$ cat src/rtl/bcd2bin_seq_if.sv
// Handshake and data bundle between a digit-entry front end and the BCD-to-binary converter.
interface bcd2bin_seq_if #(
  parameter int width  = 6,
  parameter int digits = 2
);
  logic                  start;
  logic [4*digits-1:0]   bcd;
  logic [3:0]            bcd_sgn;
  logic                  busy;
  logic                  done;
  logic [width-1:0]      result;
  logic                  err;

  modport master (
    output start, bcd, bcd_sgn,
    input  busy, done, result, err
  );

  modport slave (
    input  start, bcd, bcd_sgn,
    output busy, done, result, err
  );
endinterface

$ cat src/rtl/bcd2bin_seq.sv
// Sequential signed BCD-to-binary converter: reverse double-dabble, one shift per clock,
// with range/illegal-digit checking and a start/busy/done handshake.
module bcd2bin_seq #(
  parameter int width  = 6,
  parameter int digits = 2
) (
  input  logic         clk,
  input  logic         rst,
  bcd2bin_seq_if.slave bus
);
  localparam int ACC_W = 4 * digits;
  localparam int CNT_W = $clog2(ACC_W + 1);
  localparam int CMP_W = ((ACC_W > width) ? ACC_W : width) + 1;

  typedef enum logic [1:0] {IDLE, SHIFT, FIX} state_t;

  state_t             state_q;
  logic [ACC_W-1:0]   bcd_q, acc_q;
  logic [ACC_W-1:0]   bcd_d, acc_d;
  logic [CNT_W-1:0]   cnt_q;
  logic               neg_q, bad_q;
  logic               busy_q, done_q, err_q;
  logic [width-1:0]   result_q;

  logic               bad_in;
  logic [CMP_W-1:0]   mag, limit, neg_mag;
  logic               over;

  always_comb begin
    bad_in = 1'b0;
    for (int unsigned i = 0; i < digits; i++) begin
      if (bus.bcd[4*i +: 4] > 4'd9) bad_in = 1'b1;
    end
  end

  // One reverse double-dabble step: shift right, then pull back any nibble that received a carried-in 8.
  always_comb begin
    {bcd_d, acc_d} = {1'b0, bcd_q, acc_q[ACC_W-1:1]};
    for (int unsigned i = 0; i < digits; i++) begin
      if (bcd_d[4*i +: 4] >= 4'd8) bcd_d[4*i +: 4] = bcd_d[4*i +: 4] - 4'd3;
    end
  end

  always_comb begin
    mag     = CMP_W'(acc_q);
    limit   = neg_q ? (CMP_W'(1) << (width - 1))
                    : (CMP_W'(1) << (width - 1)) - CMP_W'(1);
    neg_mag = -mag;
    over    = (mag > limit);
  end

  always_ff @(posedge clk or posedge rst) begin
    if (rst) begin
      state_q  <= IDLE;
      bcd_q    <= '0;
      acc_q    <= '0;
      cnt_q    <= '0;
      neg_q    <= 1'b0;
      bad_q    <= 1'b0;
      busy_q   <= 1'b0;
      done_q   <= 1'b0;
      err_q    <= 1'b0;
      result_q <= '0;
    end else begin
      done_q <= 1'b0;
      case (state_q)
        IDLE: begin
          if (bus.start) begin
            bcd_q   <= bus.bcd;
            acc_q   <= '0;
            neg_q   <= (bus.bcd_sgn == 4'hA);
            bad_q   <= bad_in;
            cnt_q   <= '0;
            busy_q  <= 1'b1;
            state_q <= SHIFT;
          end
        end
        SHIFT: begin
          bcd_q <= bcd_d;
          acc_q <= acc_d;
          cnt_q <= cnt_q + CNT_W'(1);
          if (cnt_q == CNT_W'(ACC_W - 1)) state_q <= FIX;
        end
        FIX: begin
          if (bad_q || over) begin
            err_q    <= 1'b1;
            result_q <= '0;
          end else begin
            err_q    <= 1'b0;
            result_q <= neg_q ? neg_mag[width-1:0] : mag[width-1:0];
          end
          done_q  <= 1'b1;
          busy_q  <= 1'b0;
          state_q <= IDLE;
        end
        default: state_q <= IDLE;
      endcase
    end
  end

  assign bus.busy   = busy_q;
  assign bus.done   = done_q;
  assign bus.err    = err_q;
  assign bus.result = result_q;
endmodule

$ cat src/flat_wrapper.sv
// flat-port wrapper written by rule: the top's interface ports become plain ports
module bcd2bin_seq_flat 
#(
  parameter int width  = 6,
  parameter int digits = 2
)
  (clk, rst, bus_start, bus_bcd, bus_bcd_sgn, bus_busy, bus_done, bus_result, bus_err);
  bcd2bin_seq_if #(.width(width), .digits(digits)) bus_i ();
  input  logic clk;
  input  logic rst;
  input wire logic [$bits(bus_i.start)-1:0] bus_start;
  input wire logic [$bits(bus_i.bcd)-1:0] bus_bcd;
  input wire logic [$bits(bus_i.bcd_sgn)-1:0] bus_bcd_sgn;
  output wire logic [$bits(bus_i.busy)-1:0] bus_busy;
  output wire logic [$bits(bus_i.done)-1:0] bus_done;
  output wire logic [$bits(bus_i.result)-1:0] bus_result;
  output wire logic [$bits(bus_i.err)-1:0] bus_err;
  assign bus_i.start = bus_start;
  assign bus_i.bcd = bus_bcd;
  assign bus_i.bcd_sgn = bus_bcd_sgn;
  assign bus_busy = bus_i.busy;
  assign bus_done = bus_i.done;
  assign bus_result = bus_i.result;
  assign bus_err = bus_i.err;
  bcd2bin_seq #(.width(width), .digits(digits)) u_core (.clk(clk), .rst(rst), .bus(bus_i));
endmodule
$ cat config.mk
export PLATFORM = sky130hd
export DESIGN_NAME = bcd2bin_seq_flat
export DESIGN_NICKNAME = d
export VERILOG_FILES = /design/src/rtl/bcd2bin_seq_if.sv /design/src/rtl/bcd2bin_seq.sv /design/src/flat_wrapper.sv
export SDC_FILE = /design/constraint.sdc
export NUM_CORES = 1
export LEC_CHECK = 0
export ABC_AREA = 1
export BUFFER_PORTS_ARGS = -buffer_cell sky130_fd_sc_hd__buf_2
export CAP_MARGIN = 20
export CORE_ASPECT_RATIO = 0.5
export CORE_MARGIN = 2
export CORE_UTILIZATION = 50
export DETAILED_ROUTE_END_ITERATION = 6
export PLACE_DENSITY = 0.82
export SYNTH_ARGS = -nofsm -noshare
export SYNTH_HDL_FRONTEND = slang
export SYNTH_SLANG_ARGS = --single-unit
$ cat constraint.sdc
create_clock -name clk -period 1.5 [get_ports clk]
set_input_delay 0.075 -clock clk [delete_from_list [all_inputs] [get_ports clk]]
set_output_delay 0.075 -clock clk [all_outputs]
set_load 0.005 [all_outputs]
**After elaboration in Yosys (flattened, before gate mapping)**

Cells that the tools add are included.

- $add $sub $neg: 3
- Multiply operators: 0
- Divide/modulo/power cells: 0
- $lt $le $gt $ge: 4
- Equal/unequal tests: 6
- Shifts and indexed selects: 0
- Mux-type cells: 19
- Bitwise operators: 0
- Reductions and logical operators: 8

Operator list:

| kind | count |
|---|---|
| one-hot mux 8 bit (2 select lines) | 2 |
| 2-to-1 mux 6 bit | 3 |
| 2-to-1 mux 8 bit | 2 |
| greater-than comparator 4 bit (second input constant) | 2 |
| greater-than comparator 8 x 6 -> 1 bit | 1 |
| 2-to-1 mux 4 bit | 2 |
| one-hot mux 4 bit (2 select lines) | 1 |
| AND reduction 2 bit | 4 |
| negator 6 bit | 1 |
| 2-to-1 mux 1 bit | 5 |
| adder 4 x 1 -> 4 bit (second input constant) | 1 |
| == test 4 x 3 -> 1 bit (second input constant) | 1 |
| == test 4 bit (second input constant) | 1 |
| >= comparator 4 bit (second input constant) | 1 |
| 2-to-1 mux 2 bit | 2 |
| one-hot mux 2 bit (2 select lines) | 1 |
| nonzero test 2 bit | 2 |
| subtractor 4 x 2 -> 4 bit (second input constant) | 1 |
| == test 2 x 1 -> 1 bit (second input constant) | 1 |
| == test 2 bit (second input constant) | 1 |
| zero test 2 bit | 1 |
| inequality test 2 x 1 -> 1 bit (second input constant) | 1 |
| inequality test 2 bit (second input constant) | 1 |
| one-hot mux 1 bit (2 select lines) | 1 |
| logical OR 1 bit | 1 |

- Register bits after elaboration: 33
- Bits in latches: 0
- RAM bits: 0
- Memory bits (read-only): 0
- Input port bits: 15
- Output and inout bits: 9
- Word-level logic and storage cells: 50
- Memories kept: 0

**Logic depth before layout (Yosys ltp)**

Gate-level depths: netlist of run 1.

- Depth after elaboration: 4
- Depth in mapped cells: 13
- Gate-level depth less buffers: 13

**Worst setup path after synthesis of run 1**

Ideal clock, no wire load.

- Kind: flip-flop to flip-flop
- From: register u_core.neg_q
- To: register u_core.err_q (netlist: u_core.bus.err)
- Setup time: 116 ps
- Data arrival time: 1488 ps
- Required time: 1384 ps
- Path slack: -104 ps
- Cell stages (with the launch flop): 9
- Path buffers: 0
- Period minus slack after synthesis: 1604 ps
- Cells stage by stage: dfrtp_1 -> inv_2 -> ha_1 -> a211oi_1 -> nand2_1 -> nand2_1 -> nand2_1 -> nand2_1 -> nand2_1

- Longest elaborated chain between the ends: 4

Ends and longest elaborated chain:

| element | RTL line | source |
|---|---|---|
| start: declaration | bcd2bin_seq.sv:21 | `logic neg_q, bad_q;` |
| start signal: assignment | bcd2bin_seq.sv:71 | `neg_q <= (bus.bcd_sgn == 4'hA);` |
| 2-to-1 mux 6 bit | bcd2bin_seq.sv:46 | `limit = neg_q ? (CMP_W'(1) << (width - 1))` |
| greater-than comparator 8 x 6 -> 1 bit | bcd2bin_seq.sv:49 | `over = (mag > limit);` |
| logical OR 1 bit | bcd2bin_seq.sv:85 | `if (bad_q \|\| over) begin` |
| 2-to-1 mux 1 bit | bcd2bin_seq.sv:85 |  |
| end signal: assignment | bcd2bin_seq.sv:62 | `err_q <= 1'b0;` |
| end signal: assignment | bcd2bin_seq.sv:86 | `err_q <= 1'b1;` |
| end signal: assignment | bcd2bin_seq.sv:89 | `err_q <= 1'b0;` |
| end: declaration | bcd2bin_seq.sv:22 | `logic busy_q, done_q, err_q;` |

No other way between the ends.
A chain may end at the register's enable or synchronous reset.

**Worst setup path after layout of run 1**

Same ends and word-level chain as after synthesis.

==> results of run 1 <==
-- cell type report --
| class | count | area (sq um) | area share [%] |
|---|---|---|---|
| Clock inverter | 3 | 17.5 | 0.852 |
| Timing Repair Buffer | 33 | 193 | 9.37 |
| Sequential cell | 33 | 827 | 40.2 |
| Inverter | 25 | 97.6 | 4.74 |
| Clock buffer | 5 | 68.8 | 3.35 |
| Tap cell | 40 | 50.0 | 2.43 |
| Multi-Input combinational cell | 137 | 803 | 39.1 |
-- layout by cell type, fill, tap and decap left out, types with 4 or more instances in the layout --
master,Yosys,layout
o21ai_0,6,6
inv_1,19,19
nand3_1,13,12
buf_2,0,23
ha_1,10,7
a21oi_1,7,7
nand2_1,51,50
dfrtp_1,33,32
o22ai_1,10,10
inv_2,5,4
buf_4,1,9
nor2_1,18,17
clkbuf_8,0,5
-- synth_stat cells, types with 2 or more instances --
master and number:
o211ai_1 3, nor2_1 18, inv_2 5, o22ai_1 10, o21ai_0 6, nand4_1 2, o221ai_1 2, inv_1 19
nand2_1 51, nor3_1 2, dfrtp_1 33, nand2_2 2, ha_1 10, a21oi_1 7, nand3_1 13
-- where the power goes --
group / total (mW) / switching, mW / internal (mW)
clock: 0.670 / 0.350 / 0.320
combinational: 1.82 / 1.06 / 0.758
sequential: 1.50 / 0.263 / 1.24
-- per-layer routing --
| layer | GRT usage [%] | vias up | part of all wire (%) |
|---|---|---|---|
| li1 | - | 733 | - |
| met1 | 27.3 | 692 | 45 |
| met2 | 36.7 | 45 | 48 |
| met3 | 5.48 | 12 | 5.3 |
| met4 | 8.75 | 0 | 2.2 |
| met5 | 0 | - | 0 |
-- timing repair --
item	4_1_cts	5_1_grt
endpoints found under the hold margin	33	0
setup endpoints to repair	1	7
gates resized for setup	5	3
pin swaps	4	2
hold buffers	1	0
buffers inserted	1	0
-- state kept, by name, summed over array words and instances (netlist names) --
name,count
u_core.bcd_q,8
u_core.neg_q,1
u_core.bus.busy,1
u_core.bus.err,1
u_core.bus.done,1
u_core.bus.result,6
u_core.acc_q,8
u_core.cnt_q,4
u_core.state_q,2
u_core.bad_q,1
-- worst paths after layout --
| kind | start | endpoint | slack (ns) | cells after the start |
|---|---|---|---|---|
| worst max-delay path | u_core.neg_q | u_core.bus.err | -0.06 | 9 |
| worst min-delay path | bus_bcd[5] | u_core.bcd_q[5] | 0.001 | 3 |
| worst max register to register | u_core.neg_q | u_core.bus.err | -0.06 | 9 |
| worst min register to register | u_core.bus.result[5] | u_core.bus.result[5] | 0.48 | 2 |
| max in group asynchronous | rst | u_core.neg_q | 0.74 | 4 |
| min in group asynchronous | rst | u_core.bcd_q[2] | 0.43 | 4 |
-- critical path, stage by stage, from the launching register on --
cell,delay [ns]
dfrtp_2,0.49
inv_4,0.07
ha_4,0.28
nand2_1,0.06
nor2_2,0.11
nand4_1,0.14
nand2_4,0.14
nand2_1,0.06
nand2_1,0.06
nand2_1,0.05
-- kinds of logic after synthesis --
group / count (synthesis)
and+or+nand+nor: 90
AOI/OAI and AO/OA: 35
DFF: 33
buffers and inverters: 28
adders and majority gates: 10
xor gates and xnor gates: 2
==> impl_metrics.ini, run 1 <==
[synthesis]
synth_fa_ha_area_share_pct = 7.41
yosys-top-cells-area = dfrtp_1 (49%), nand2_1 (11%), ha_1 (7.4%)
synthSimpleGateAreaFrac_pct = 22.3
synth_top_family_by_area = simple AND/OR/NAND/NOR gates
synth_top_cell_by_area = dfrtp_1
synth_edf_count = 0
synth_seq_area_share_pct = 48.9
synth_cells = 198
synthMuxAreaShare_pct = 0
synth_top_area_share_pct = 48.9
synth-xor-area-share_pct = 1.04
synth.ff_latch_count = 33
async_reset_ff_share_pct = 100
synth_compound_area_share_pct = 13.4
ys_warn_count = 0
synthDistinctLibCells = 30
synthesis.nets = 223
netlist_area_sq_um = 1690
dominantRegCellSynth = dfrtp_1
syn_avg_cell_area_sq_um = 8.53

[timing]
rsz0062_at_grt = yes
clock_skew_ns = 0.00424
hold_violations = 0
fin_crit_ns = 1.56
worst_slack_ns = -0.0562
clock.fmax_mhz = 643
slew_headroom_pct = 72.0
fin_tns_setup_ns = -0.200
period_share_pct = 104
setup_viol = 6
max_slew.worst_pin.slew_ns = 0.420
whs_ns = 0.00139
timing.final.max_slew_violations = 0

[pwr]
powerDensity_nw_per_um2 = 1940
ir_drop_mv = 0.923
power.leakage_nw = 1.01
p_total_mw = 3.99

[floorplanning]
fp.dieArea_sq_um = 3890
ioPinCount = 24
rows = 14
die_w_um = 86.2
die_y_um = 45.1
coreArea_sq_um = 3120
initial_core_util_pct = 54.2

[grt]
grt_pass1_vias = 1378
grt_pass1_wl_mm = 6.27
globalRouteOverflowTotal = 0
grt_usage_pct = 21.6
grt_max_degree = 34
antenna_found_initial = 0

[clocking]
cts_sinks = 33
cts_made_buffers = 5
cts.htree.levels = 2
cts_tree = yes
root_buffer = clkbuf_8
insertion_delay_ns = 0.29
clockBufferDepth = 2
clk_pin_slew_ns = 0.07

[critical_path]
crit_required_ns = 1.69
start_kind = flop
crit_type = reg -> reg
cp.arrival_ns = 1.74
cp-end-kind = flop
cp_max_fo = 7

[routing]
wl_per_cell_um = 13.6
ant_nets = 0
drc_errors = 0
dr.first_iter.drc_count = 96
wirelength_mm = 3.76
firstDrtPassIters = 6
num_vias = 1482
vias_per_cell = 5.37

[hold_path]
hold_path.class = in -> reg

[placed_design]
dp_slack_ns = -0.0215
dp.cells = 266
gp_congestion = 0.832
dpl_cell_area_sq_um = 1900
dp_hpwl_mm = 2.59
portBuffers = 23

[finish]
antenna_cells = 0
final_area_sq_um = 2060
syn2layout_area_growth_pct = 21.8
finalNetCount = 260
final_cells = 276
layout-drive-gt1-share_pct = 25.8
n_fill_cell = 240
fin_util_pct = 66.0

[status]
status = complete, but fails checks
violations = negative setup slack

[flow_run]
maxCapViolCount = 0
Note: power is estimated with default switching activity, not from simulation.
==> run 2, diff against run 1 <==
--- a/config.mk
+++ b/config.mk
@@ -11,6 +11,7 @@
 export CORE_ASPECT_RATIO = 0.5
 export CORE_MARGIN = 2
 export CORE_UTILIZATION = 50
+export CTS_BUF_LIST = sky130_fd_sc_hd__clkbuf_4
 export DETAILED_ROUTE_END_ITERATION = 6
 export PLACE_DENSITY = 0.82
 export SYNTH_ARGS = -nofsm -noshare
==> run 2 against run 1 <==
Compared with the run above:
- the run still ends with negative setup slack left
- clock power down 25%
- via count increased by 2.2%
- sequential share of layout area down 0.55 points
- power shrank 3.8%
- critical endpoint unchanged
- largest cell class unchanged
- largest power group unchanged
==> impl_metrics.ini, run 2 (synthesized netlist as in run 1, its figures left out) <==
[clocking]
clk_pin_slew_ns = 0.12
cts_made_buffers = 5
root_buffer = clkbuf_4
cts_tree = yes
cts_sinks = 33
clockBufferDepth = 2
cts.htree.levels = 2
insertion_delay_ns = 0.34

[status]
violations = negative setup slack
status = complete, but fails checks

[routing]
wl_per_cell_um = 13.3
firstDrtPassIters = 5
drc_errors = 0
vias_per_cell = 5.37
num_vias = 1515
dr.first_iter.drc_count = 103
wirelength_mm = 3.76
ant_nets = 0

[floorplanning]
ioPinCount = 24
rows = 14
coreArea_sq_um = 3120
initial_core_util_pct = 54.2
die_w_um = 86.2
fp.dieArea_sq_um = 3890
die_y_um = 45.1

[critical_path]
path_delay_family = simple AND/OR/NAND/NOR gates
cp_common_cell = nand2_1
path_buf_inv = 1
r2r_slack_ns = -0.07
slowest_stage = dfrtp_2
ff2ff_path_depth = 11
cp-end-kind = flop
critPathLaunch = u_core.neg_q
crit_required_ns = 1.73
cp.arrival_ns = 1.80
crit_type = reg -> reg
rr_startpoint = u_core.neg_q
start_kind = flop
crit_chain = ha_1 -> nand2_1 -> inv_1 -> nand2_1 -> nand2_1 -> nand2_1 -> nand2_1 -> nand2_4 -> nand2_1 -> nand2_1 -> nand2_1
path_depth = 11
cp_max_fo = 7
max_stage_delay_ns = 0.51

[placed_design]
dpl_cell_area_sq_um = 1900
portBuffers = 23
dp_slack_ns = -0.0215
dp_hpwl_mm = 2.59
gp_congestion = 0.832

[finish]
syn2layout_area_growth_pct = 23.5
finalNetCount = 266
final_area_sq_um = 2090
n_fill_cell = 240
final_common_cell = nand2_1
antenna_cells = 0
layout-drive-gt1-share_pct = 25.2
layout_common_cells = nand2_1 (50), dfrtp_1 (32), buf_2 (23), inv_1 (19), nor2_1 (17)
fin_util_pct = 66.9

[timing]
fin_crit_ns = 1.57
setup_viol = 7
worst_slack_ns = -0.0747
period_share_pct = 105
rsz0062_at_grt = yes
clock_skew_ns = 0.0124
hold_violations = 0
clock.fmax_mhz = 635
timing.final.max_slew_violations = 0
fin_tns_setup_ns = -0.359
max_slew.worst_pin.slew_ns = 0.417
slew_headroom_pct = 72.2

[pwr]
powerDensity_nw_per_um2 = 1840
p_total_mw = 3.84
power.leakage_nw = 1.03
ir_drop_mv = 1.12

[grt]
globalRouteOverflowTotal = 0
grt_pass1_vias = 1399
grt_usage_pct = 21.7
grt_pass1_wl_mm = 6.35
antenna_found_initial = 0
grt_max_degree = 34

[hold_path]
min_from = bus_bcd[3]
hold_depth = 3
hold_path.class = in -> reg

[flow_run]
maxCapViolCount = 0
## run 2: cell types whose count changed in the layout (fill, tap and decap cells not counted)
cell           before  now
dlygate4sd3_1       1    7
clkbuf_4            0    5
clkbuf_8            5    0
## run 2: layer usage
layer  vias to the layer above  wire length, um  track usage, %
li1                        749                -               -
met1                       713             1700            28.3
met2                        47             1820            36.3
met3                         6              202            6.40
met4                         0               39            6.56
met5                         -                0               0
## run 2: cell type report
cell class / count / area, sq um / share of cell area (%)
Multi-Input combinational cell: 137 / 803 / 38.5
Clock inverter: 3 / 17.5 / 0.840
Timing Repair Buffer: 39 / 253 / 12.1
Inverter: 25 / 97.6 / 4.68
Clock buffer: 5 / 37.5 / 1.80
Sequential cell: 33 / 827 / 39.7
Tap cell: 40 / 50.0 / 2.40
## run 2: path summary, 6_finish.rpt
check | end
hold reg to reg | u_core.bus.result[5]
min in group asynchronous | u_core.bus.busy
hold / removal | u_core.bcd_q[3]
max in group asynchronous | u_core.neg_q
setup reg to reg | u_core.bus.err
setup / recovery | u_core.bus.err
## run 2: tightest hold or removal path, delay by kind of cell
kind                   cells  cell delay, ns
buffers and inverters      1            0.09
AOI/OAI and AO/OA          1            0.07
and+or+nand+nor            1            0.09
## run 2: timing repair
| action | 4_1_cts | 5_1_grt |
|---|---|---|
| hold endpoints to repair | 39 | 0 |
| pin swaps | 4 | 2 |
| endpoints found under the setup margin | 1 | 7 |
| setup buffers | 1 | 0 |
| gates resized for setup | 5 | 3 |
| hold buffers | 7 | 0 |
## run 2: report_power, final
part | switching, mW | internal, mW
combinational | 1.07 | 0.771
sequential | 0.264 | 1.23
clock | 0.326 | 0.177
total | 1.66 | 2.18
## run 2: per-stage QoR
step	instances	hold slack (ns)
floorplan	198	0.192
global placement	266	0.176
detailed placement	266	0.191
CTS	282	0.00361
global route	282	0.0298
finish	282	0.0122
